$ cat config.mk
export PLATFORM = sky130hd
export DESIGN_NAME = dmem_lsu_flat
export DESIGN_NICKNAME = d
export VERILOG_FILES = /design/src/rtl/dmem_lsu_pkg.sv /design/src/rtl/dmem_lsu_if.sv /design/src/rtl/dmem_lsu_align.sv /design/src/rtl/dmem_lsu.sv /design/src/flat_wrapper.sv
export SDC_FILE = /design/constraint.sdc
export NUM_CORES = 1
export LEC_CHECK = 0
export ABC_CLOCK_PERIOD_IN_PS = 3000
export CORE_MARGIN = 3
export CORE_UTILIZATION = 44
export CTS_CLUSTER_SIZE = 40
export DETAILED_ROUTE_END_ITERATION = 8
export GPL_TIMING_DRIVEN = 0
export MAX_ROUTING_LAYER = met4
export PLACE_DENSITY_LB_ADDON = 0.08
export SLEW_MARGIN = 20
export SYNTH_ARGS = -nofsm -noshare
export SYNTH_HDL_FRONTEND = slang
export SYNTH_SLANG_ARGS = --single-unit
$ cat constraint.sdc
create_clock -name i_clk -period 3 [get_ports i_clk]
set_clock_uncertainty 0.15 [all_clocks]
set_input_delay 0.3 -clock i_clk [delete_from_list [all_inputs] [get_ports i_clk]]
set_output_delay 0.3 -clock i_clk [all_outputs]
set_load 0.02 [all_outputs]
$ cat src/rtl/dmem_lsu_pkg.sv
// rtl/dmem_lsu_pkg.sv - shared types and sizing helper for the data-memory load/store unit
package lsu_pkg;

  // Access size as encoded on the request port
  typedef enum logic [1:0] {
    SIZE_B = 2'b00,
    SIZE_H = 2'b01,
    SIZE_W = 2'b10,
    SIZE_X = 2'b11
  } mem_size_t;

  // Sequencer states; sub-word stores walk READ -> WAIT -> WRITE
  typedef enum logic [2:0] {
    IDLE,
    READ,
    WAIT,
    WRITE,
    RESP
  } lsu_state_t;

  localparam int DMEM_WORDS_DEFAULT = 2048;

  // Width of the word index needed to address a memory of the given depth
  function automatic int word_aw(input int words);
    return $clog2(words);
  endfunction

endpackage

$ cat src/rtl/dmem_lsu_if.sv
// rtl/dmem_lsu_if.sv - request, response and memory-port bundle of the load/store unit
interface dmem_lsu_if;

  logic        i_req_valid;
  logic        o_req_ready;
  logic [31:0] i_req_addr;
  logic [31:0] i_req_wdata;
  logic        i_req_store;
  logic [1:0]  i_req_size;
  logic        i_req_unsigned;

  logic        o_resp_valid;
  logic [31:0] o_resp_rdata;
  logic        o_resp_misaligned;

  logic [31:0] o_mem_addr;
  logic [31:0] o_mem_write_data;
  logic        o_mem_write_enable;
  logic [31:0] i_mem_read_data;

  // The load/store unit itself
  modport slave (
    input  i_req_valid, i_req_addr, i_req_wdata, i_req_store, i_req_size, i_req_unsigned,
    input  i_mem_read_data,
    output o_req_ready, o_resp_valid, o_resp_rdata, o_resp_misaligned,
    output o_mem_addr, o_mem_write_data, o_mem_write_enable
  );

  // The surrounding execute stage and data memory
  modport master (
    output i_req_valid, i_req_addr, i_req_wdata, i_req_store, i_req_size, i_req_unsigned,
    output i_mem_read_data,
    input  o_req_ready, o_resp_valid, o_resp_rdata, o_resp_misaligned,
    input  o_mem_addr, o_mem_write_data, o_mem_write_enable
  );

endinterface

$ cat src/rtl/dmem_lsu_align.sv
// rtl/dmem_lsu_align.sv - little-endian lane extract/extend for loads and lane merge for stores
module lsu_align
  import lsu_pkg::*;
(
  input  logic [31:0] ld_word,
  input  logic [1:0]  lane,
  input  mem_size_t   size,
  input  logic        is_unsigned,
  input  logic [31:0] st_old,
  input  logic [31:0] st_wdata,
  output logic [31:0] ld_result,
  output logic [31:0] st_result
);

  logic [7:0]  byte_sel;
  logic [15:0] half_sel;

  // Pick the addressed lane of the loaded word and extend it to 32 bits
  always_comb begin
    byte_sel  = ld_word[{lane, 3'b000} +: 8];
    half_sel  = lane[1] ? ld_word[31:16] : ld_word[15:0];
    ld_result = ld_word;
    case (size)
      SIZE_B:  ld_result = {{24{~is_unsigned & byte_sel[7]}}, byte_sel};
      SIZE_H:  ld_result = {{16{~is_unsigned & half_sel[15]}}, half_sel};
      default: ld_result = ld_word;
    endcase
  end

  // Replace the addressed byte/half of the old word; word stores take wdata whole
  always_comb begin
    st_result = st_old;
    case (size)
      SIZE_B: st_result[{lane, 3'b000} +: 8] = st_wdata[7:0];
      SIZE_H: begin
        if (lane[1]) st_result[31:16] = st_wdata[15:0];
        else         st_result[15:0]  = st_wdata[15:0];
      end
      SIZE_W:  st_result = st_wdata;
      default: st_result = st_old;
    endcase
  end

endmodule

$ cat src/rtl/dmem_lsu.sv
// rtl/dmem_lsu.sv - single-op load/store sequencer in front of the word-only data memory
module dmem_lsu
  import lsu_pkg::*;
#(
  parameter int DMEM_WORDS = DMEM_WORDS_DEFAULT
) (
  input logic       i_clk,
  input logic       i_rst,
  dmem_lsu_if.slave bus
);

  localparam int WORD_AW = word_aw(DMEM_WORDS);

  lsu_state_t  state_q;
  lsu_state_t  state_d;

  logic [31:0] mem_addr_q;
  logic [31:0] wdata_q;
  logic [31:0] rdata_q;
  logic [1:0]  lane_q;
  logic        store_q;
  logic        unsigned_q;
  logic        mis_q;
  mem_size_t   size_q;

  mem_size_t   req_size;
  logic        req_mis;
  logic        accept;
  logic [31:0] ld_result;
  logic [31:0] st_result;

  // Address bits above the memory span simply wrap
  logic        unused_addr_bits;
  assign unused_addr_bits = ^bus.i_req_addr[31:WORD_AW+2];

  assign req_size = mem_size_t'(bus.i_req_size);
  assign accept   = bus.i_req_valid && (state_q == IDLE);

  // Classify the incoming request's alignment against its size
  always_comb begin
    req_mis = 1'b0;
    case (req_size)
      SIZE_H:  req_mis = bus.i_req_addr[0];
      SIZE_W:  req_mis = (bus.i_req_addr[1:0] != 2'b00);
      SIZE_X:  req_mis = 1'b1;
      default: req_mis = 1'b0;
    endcase
  end

  // State register
  always_ff @(posedge i_clk) begin
    if (i_rst) state_q <= IDLE;
    else       state_q <= state_d;
  end

  // Latch the accepted request and capture the memory word during WAIT
  always_ff @(posedge i_clk) begin
    if (i_rst) begin
      mem_addr_q <= '0;
      wdata_q    <= '0;
      rdata_q    <= '0;
      lane_q     <= '0;
      store_q    <= 1'b0;
      unsigned_q <= 1'b0;
      mis_q      <= 1'b0;
      size_q     <= SIZE_B;
    end else begin
      if (accept) begin
        mem_addr_q <= {{(32-WORD_AW){1'b0}}, bus.i_req_addr[WORD_AW+1:2]};
        wdata_q    <= bus.i_req_wdata;
        lane_q     <= bus.i_req_addr[1:0];
        store_q    <= bus.i_req_store;
        unsigned_q <= bus.i_req_unsigned;
        mis_q      <= req_mis;
        size_q     <= req_size;
      end
      if (state_q == WAIT) rdata_q <= bus.i_mem_read_data;
    end
  end

  lsu_align u_align (
    .ld_word     (rdata_q),
    .lane        (lane_q),
    .size        (size_q),
    .is_unsigned (unsigned_q),
    .st_old      (rdata_q),
    .st_wdata    (wdata_q),
    .ld_result   (ld_result),
    .st_result   (st_result)
  );

  // Next state and port drive; write and response are suppressed under reset
  always_comb begin
    state_d                = state_q;
    bus.o_req_ready        = 1'b0;
    bus.o_mem_write_enable = 1'b0;
    bus.o_mem_write_data   = '0;
    bus.o_resp_valid       = 1'b0;
    bus.o_resp_rdata       = '0;
    bus.o_resp_misaligned  = 1'b0;
    case (state_q)
      IDLE: begin
        bus.o_req_ready = 1'b1;
        if (bus.i_req_valid) begin
          if (req_mis)                                    state_d = RESP;
          else if (bus.i_req_store && req_size == SIZE_W) state_d = WRITE;
          else                                            state_d = READ;
        end
      end
      READ: state_d = WAIT;
      WAIT: state_d = store_q ? WRITE : RESP;
      WRITE: begin
        bus.o_mem_write_enable = ~i_rst;
        bus.o_mem_write_data   = i_rst ? 32'd0 : st_result;
        state_d                = RESP;
      end
      RESP: begin
        bus.o_resp_valid      = ~i_rst;
        bus.o_resp_misaligned = mis_q & ~i_rst;
        bus.o_resp_rdata      = (store_q || mis_q || i_rst) ? 32'd0 : ld_result;
        state_d               = IDLE;
      end
      default: state_d = IDLE;
    endcase
  end

  assign bus.o_mem_addr = mem_addr_q;

endmodule

$ cat src/flat_wrapper.sv
// flat-port wrapper written by rule: the top's interface ports become plain ports
module dmem_lsu_flat import lsu_pkg::*;
#(
  parameter int DMEM_WORDS = DMEM_WORDS_DEFAULT
)
  (i_clk, i_rst, bus_i_req_valid, bus_i_req_addr, bus_i_req_wdata, bus_i_req_store, bus_i_req_size, bus_i_req_unsigned, bus_i_mem_read_data, bus_o_req_ready, bus_o_resp_valid, bus_o_resp_rdata, bus_o_resp_misaligned, bus_o_mem_addr, bus_o_mem_write_data, bus_o_mem_write_enable);
  dmem_lsu_if bus_i ();
  input logic i_clk;
  input logic i_rst;
  input wire logic [$bits(bus_i.i_req_valid)-1:0] bus_i_req_valid;
  input wire logic [$bits(bus_i.i_req_addr)-1:0] bus_i_req_addr;
  input wire logic [$bits(bus_i.i_req_wdata)-1:0] bus_i_req_wdata;
  input wire logic [$bits(bus_i.i_req_store)-1:0] bus_i_req_store;
  input wire logic [$bits(bus_i.i_req_size)-1:0] bus_i_req_size;
  input wire logic [$bits(bus_i.i_req_unsigned)-1:0] bus_i_req_unsigned;
  input wire logic [$bits(bus_i.i_mem_read_data)-1:0] bus_i_mem_read_data;
  output wire logic [$bits(bus_i.o_req_ready)-1:0] bus_o_req_ready;
  output wire logic [$bits(bus_i.o_resp_valid)-1:0] bus_o_resp_valid;
  output wire logic [$bits(bus_i.o_resp_rdata)-1:0] bus_o_resp_rdata;
  output wire logic [$bits(bus_i.o_resp_misaligned)-1:0] bus_o_resp_misaligned;
  output wire logic [$bits(bus_i.o_mem_addr)-1:0] bus_o_mem_addr;
  output wire logic [$bits(bus_i.o_mem_write_data)-1:0] bus_o_mem_write_data;
  output wire logic [$bits(bus_i.o_mem_write_enable)-1:0] bus_o_mem_write_enable;
  assign bus_i.i_req_valid = bus_i_req_valid;
  assign bus_i.i_req_addr = bus_i_req_addr;
  assign bus_i.i_req_wdata = bus_i_req_wdata;
  assign bus_i.i_req_store = bus_i_req_store;
  assign bus_i.i_req_size = bus_i_req_size;
  assign bus_i.i_req_unsigned = bus_i_req_unsigned;
  assign bus_i.i_mem_read_data = bus_i_mem_read_data;
  assign bus_o_req_ready = bus_i.o_req_ready;
  assign bus_o_resp_valid = bus_i.o_resp_valid;
  assign bus_o_resp_rdata = bus_i.o_resp_rdata;
  assign bus_o_resp_misaligned = bus_i.o_resp_misaligned;
  assign bus_o_mem_addr = bus_i.o_mem_addr;
  assign bus_o_mem_write_data = bus_i.o_mem_write_data;
  assign bus_o_mem_write_enable = bus_i.o_mem_write_enable;
  dmem_lsu #(.DMEM_WORDS(DMEM_WORDS)) u_core (.i_clk(i_clk), .i_rst(i_rst), .bus(bus_i));
endmodule
== Word level (Yosys, flattened, before mapping) ==
Index checks and enable logic that the tools add are counted.
Cells by class
  add/sub/neg operators: 1
  equal/unequal tests: 10
  shift operators: 3
  mux-type cells: 20
  bitwise gates (word level): 5
  reduce and logical (&&, ||, !) cells: 7
Operators by type and width (number)
  $mux W32: 4
  $pmux W32 S3: 1
  $pmux W32 S2: 1
  $mux W16: 3
  $bwmux W32: 1
  $shift A8 B7 Y32 const A: 1
  $shiftx A32 B6 Y8: 1
  $shiftx A8 B7 Y32: 1
  $pmux W3 S4: 1
  $mux W3: 3
  $neg A5 Y7: 1
  $eq A2 B2 Y1 const B: 3
  $eq A3 B2 Y1 const B: 2
  $eq A2 B1 Y1 const B: 2
  $mux W1: 4
  $and A1 B1 Y1: 3
  $eq A3 B1 Y1 const B: 1
  $eq A3 B3 Y1 const B: 1
  $logic_not A3 Y1: 1
  $pmux W1 S3: 1
  $logic_and A1 B1 Y1: 2
  $logic_not A2 Y1: 1
  $logic_or A1 B1 Y1: 2
  $mux W2: 1
  3 further kinds: 4
Storage, ports and cells
  flip-flop bits (word level): 85
  output and inout bits: 100

== Depth between registers and ports, before layout ==
Gate-level depths: netlist (run 1).
  depth after elaboration: 6
  mapped depth: 7
  depth with buffers taken out: 6

== Hierarchy ==
From an unflattened synthesis (run 1), not the netlist that was laid out.
Second synthesis, totals
  cell total of the unflattened synthesis: 809
  area, all modules: 5989.5 µm²
By module, submodules not included
  dmem_lsu: times used 1, cells each 476, area an instance 3643.5 µm², seq. area each 1701.6 µm²
  lsu_align: times used 1, cells each 333, area an instance 2346.0 µm², seq. area each 0.0 µm²

== Least setup slack after synthesis (run 1) ==
Ideal clock, no wire load.
  path kind: flip-flop to output port
  from: register u_core.state_q[0]
  to: output bus_o_resp_rdata[7]
  arrival time: 2002 ps
  required time: 2550 ps
  slack: 548 ps
  stages on the path, launching flop included: 6
  path buffers: 2
  cell sequence: dfxtp_1 > buf_2 > nor4b_2 > nand2_1 > clkbuf_1 > a211oi_1
Between the ends
  longest elaborated chain between the ends: 2
RTL lines
  start: declaration: RTL line dmem_lsu.sv:14  | lsu_state_t state_q;
  start signal: assignment: RTL line dmem_lsu.sv:53  | else state_q <= state_d;
  $eq A3 B3 Y1: RTL line dmem_lsu.sv:101  | case (state_q)
  $mux W32: RTL line dmem_lsu.sv:101
  end: declaration: RTL line flat_wrapper.sv:19  | output wire logic [$bits(bus_i.o_resp_rdata)-1:0] bus_o_resp_rdata;
Every way passes these cells.

== Worst setup path after layout (run 1) ==
  from: register u_core.lane_q[1]
  to: output bus_o_mem_write_data[1]
Between the ends
  longest elaborated chain between the ends: 6
  elaborated cells between the ends (all ways): 8
RTL lines
  start: declaration: RTL line dmem_lsu.sv:20  | logic [1:0] lane_q;
  start signal: assignment: RTL line dmem_lsu.sv:71  | lane_q <= bus.i_req_addr[1:0];
  $neg A5 Y7: RTL line dmem_lsu_align.sv:34  | SIZE_B: st_result[{lane, 3'b000} +: 8] = st_wdata[7:0];
  $shiftx A8 B7 Y32 / $shift A8 B7 Y32 (equally long branches): RTL line dmem_lsu_align.sv:34
  $bwmux W32: RTL line dmem_lsu_align.sv:34
  $pmux W32 S3 *: RTL line dmem_lsu_align.sv:33  | case (size)
  $mux W32 *: RTL line dmem_lsu.sv:114  | bus.o_mem_write_data = i_rst ? 32'd0 : st_result;
  $mux W32 *: RTL line dmem_lsu.sv:101
  end: declaration: RTL line flat_wrapper.sv:22  | output wire logic [$bits(bus_i.o_mem_write_data)-1:0] bus_o_mem_write_data;
Mark *: on every way between the ends. The rest lies on a longest branch, timed or not.

==> results of run 1 <==
==> layout by cell type (no fill, tap or decap), drive strengths merged, types with 6 or more instances in the layout <==
master	n
nand2	199
a21oi	128
clkdlybuf4s50	102
dfxtp	85
clkbuf	60
buf	44
mux2	33
nor3	25
dlygate4sd2	23
o22ai	22
conb	21
a22oi	19
nor2	19
dlymetal6s2s	15
nor3b	9
a221oi	9
clkdlybuf4s15	7
o21ai	7
a2bb2oi	6
==> metrics by stage <==
step	setup slack [ns]	util (%)	hold WS [ns]	TNS [ns]	instances
floorplan	0.548	-	0.284	0	706
global placement	-0.287	62.5	0.292	-5.72	1008
detailed placement	-0.313	62.5	0.298	-6.30	1008
CTS	0.00354	65.3	0.307	0	1024
global route	-0.0443	65.4	0.334	-0.0496	1024
finish	0.0346	65.4	0.302	0	1024
==> per-layer routing <==
metal  global-route usage, %  vias up  wire (um)
met1                    37.7     2707       7860
met4                    11.0        0        563
met3                    6.09       39       1650
met5                       -        -          0
li1                        -     2746          -
met2                    49.9      303       9120
==> path summary, 6_finish.rpt <==
kind | end | slack (ns) | depth (start not counted)
worst max-delay path | bus_o_mem_write_data[1] | 0.03 | 7
worst max register to register | u_core.rdata_q[10]$_SDFFE_PP0N_ | 0.96 | 7
worst min register to register | u_core.bus.o_mem_addr[10]$_SDFFE_PP0P_ | 0.30 | 2
worst min-delay path | u_core.bus.o_mem_addr[10]$_SDFFE_PP0P_ | 0.30 | 2
==> kinds of logic (layout without fill, tap and decap cells) <==
kind of cell | Yosys count | count (layout) | share of synthesized area [%]
other | 1 | 21 | 0.0756
DFF | 85 | 85 | 34.3
AOI/OAI and AO/OA | 205 | 205 | 24.4
adders and majority gates | 5 | 5 | 1.26
and+or+nand+nor | 273 | 273 | 23.8
buffers and inverters | 83 | 261 | 8.45
muxes | 34 | 34 | 7.70
==> layout make-up <==
class	instances	area [um2]	area share, %
Timing Repair Buffer	165	1580	22.1
Tap cell	140	175	2.45
Inverter	6	22.5	0.315
Multi-Input combinational cell	538	2970	41.6
Buffer	75	408	5.71
Clock buffer	11	243	3.40
Sequential cell	85	1700	23.8
Clock inverter	4	48.8	0.683
==> power breakdown <==
part / switching [mW] / internal, mW / total (mW)
combinational: 0.378 / 0.296 / 0.675
sequential: 0.0653 / 1.19 / 1.26
clock: 0.457 / 0.662 / 1.12
==> registers in the layout (all words and copies together) (netlist names) <==
name / count
u_core.bus.o_mem_addr: 11
u_core.wdata_q: 32
u_core.mis_q: 1
u_core.state_q: 3
u_core.rdata_q: 32
u_core.size_q: 2
u_core.unsigned_q: 1
u_core.lane_q: 2
u_core.store_q: 1
==> synthesized netlist by cell type, types with 2 or more instances <==
library cell	n	area (um2)
dfxtp_1	85	1700
a32oi_1	4	35.0
a221oi_1	9	78.8
a211oi_1	2	15.0
a21oi_1	128	641
inv_1	5	18.8
a22oi_1	19	143
and2_1	3	18.8
a222oi_1	4	40.0
buf_2	14	70.1
nand2_1	199	747
nor3b_1	9	67.6
a2bb2oi_1	6	52.6
o21ai_1	3	15.0
clkbuf_1	37	139
mux2_2	33	372
nor3_1	25	125
nand2b_1	5	31.3
buf_4	22	165
nor2_1	19	71.3
ha_1	5	62.6
o22ai_1	22	138
o21a_1	2	15.0
o21ai_0	4	20.0
buf_1	3	11.3
==> timing repair <==
item,4_1_cts,5_1_grt
pin swaps,1,2
setup buffers,2,1
gates resized for setup,68,60
setup endpoints to repair,65,52
==> worst min-delay path, delay by kind of cell, from the launching register on <==
family	cells	cell delay (ns)
AO/OA/AOI/OAI	1	0.05
flip-flops	1	0.31
AND/OR/NAND/NOR	1	0.05
==> results.md, run 1 <==
* DRT iter0 DRCs at between 500 and 600
* Synth Warn # at 0
* Final wirelength at 19200 um
* CTS tree: yes
* Placed cell areas at 6830 um2
* Detailed Routing Iterations Pass 1 at 5
* Area delta synth->final at 44.2%
* Reg clk slew, reported paths at 0.06 ns
* GR Util All Layers at a little under a third
* Fill count at 985
* #FFs+latches synth at 85
* Worst R2R Start: u_core.state_q[0]$_SDFFE_PP0P_
* Clk_lat worst skew at 0.34 ns
* Crit path kind: reg2out
* Cell variety after synth at 44
* Hold_sp: u_core.bus.o_mem_addr[10]$_SDFFE_PP0P_
* Max cap viols at 0
* Critical Path Sink Type: output port
* Die span in x at around 110 um
* Hold Vio Cnt, Final at 0
* Period minus WS final at just under 3 ns
* # port buffers at 162
* Post-route cell area at 7150 um2
* Layout cell share with drive strength beyond 1 at roughly 14%
* Total Power at 3.05 mW
* CP Cell Sequence: buf_4, inv_1, ha_2, nor3b_1, o21ai_2, o22ai_1, dlygate4sd2_1
* Tcrit/Tclk final at 98.8%
* Maximum clock insertion buffer count at 2
* Max-Slew Margin vs Limit at a little under three fifths
* RD Place Congestion at between 0.9 and 1
* H-tree depth at 3
* Max IR drop VDD at 328 uV
* Initial Util at between 40 and 50%
* Worst Path Required at 2.55 ns
* Worst path arrival time at between 2 and 3 ns
* Tightest Pin Transition at 0.653 ns
* Number of synthesized flops with an enable pin at 0
* Largest net degree at the start of global routing at 14
* Vias in the first global route at 5666
* Nets at 988
* Routed wire per std cell at 18.7 um
* Post-DP HPWL at around 15000 um
* Area of the mapped netlist at 4960 um2
* Status: finished clean
* Top Ports at 203
* Slowest stage delay, CP at 0.42 ns
* Final setup vio count at 0
* Row count at 38
* TritonCTS Buffers at 9
* Top FF cell, synth: dfxtp_1
* Via count at about 5800
* CP bufs+invs at 3
* DRC viols at 0
* CP max FO at 10
* Mapped Cells at ~700
* Top cell family by delay on the critical path: buffers and inverters
* Pwr Density at 426 nW/um2
* Seq/Total Area, Yosys at 34.3%
* Die footprint at 12600 um2
* CP Launch Type: flip-flop
* GR Overflow Total at 0
* Synth async-reset ratio at 0%
* Hold Crit Class: reg2reg
* Initial antenna violation count at 0
* Final Max Slew Viols at 0
* Leakage at 2.94 nW
* # clock sinks at 85
* DIE HEIGHT at roughly 110 um
* CP max stage cell: dfxtp_2
* Global-route wire length before repair at 29700 um
* Syn_area_per_cell at 7.23 um2
* DRT antenna net count at 0
* Crit path from: u_core.lane_q[1]$_SDFFE_PP0P_
* Fmax at about 0.34 GHz
* Via density per instance at around 5.7
* CTS root buf: clkbuf_16
* Antenna Cells at 0
* Hold-fix buffers at CTS at 0
* Core area at 10900 um2
Note: power is estimated with default switching activity, not from simulation.
==> run 2: changes to the inputs <==
- CTS_CLUSTER_DIAMETER: not set -> 150
==> results of run 2 <==
Same layout as run 1: the final DEF is identical, and so are final timing and power.
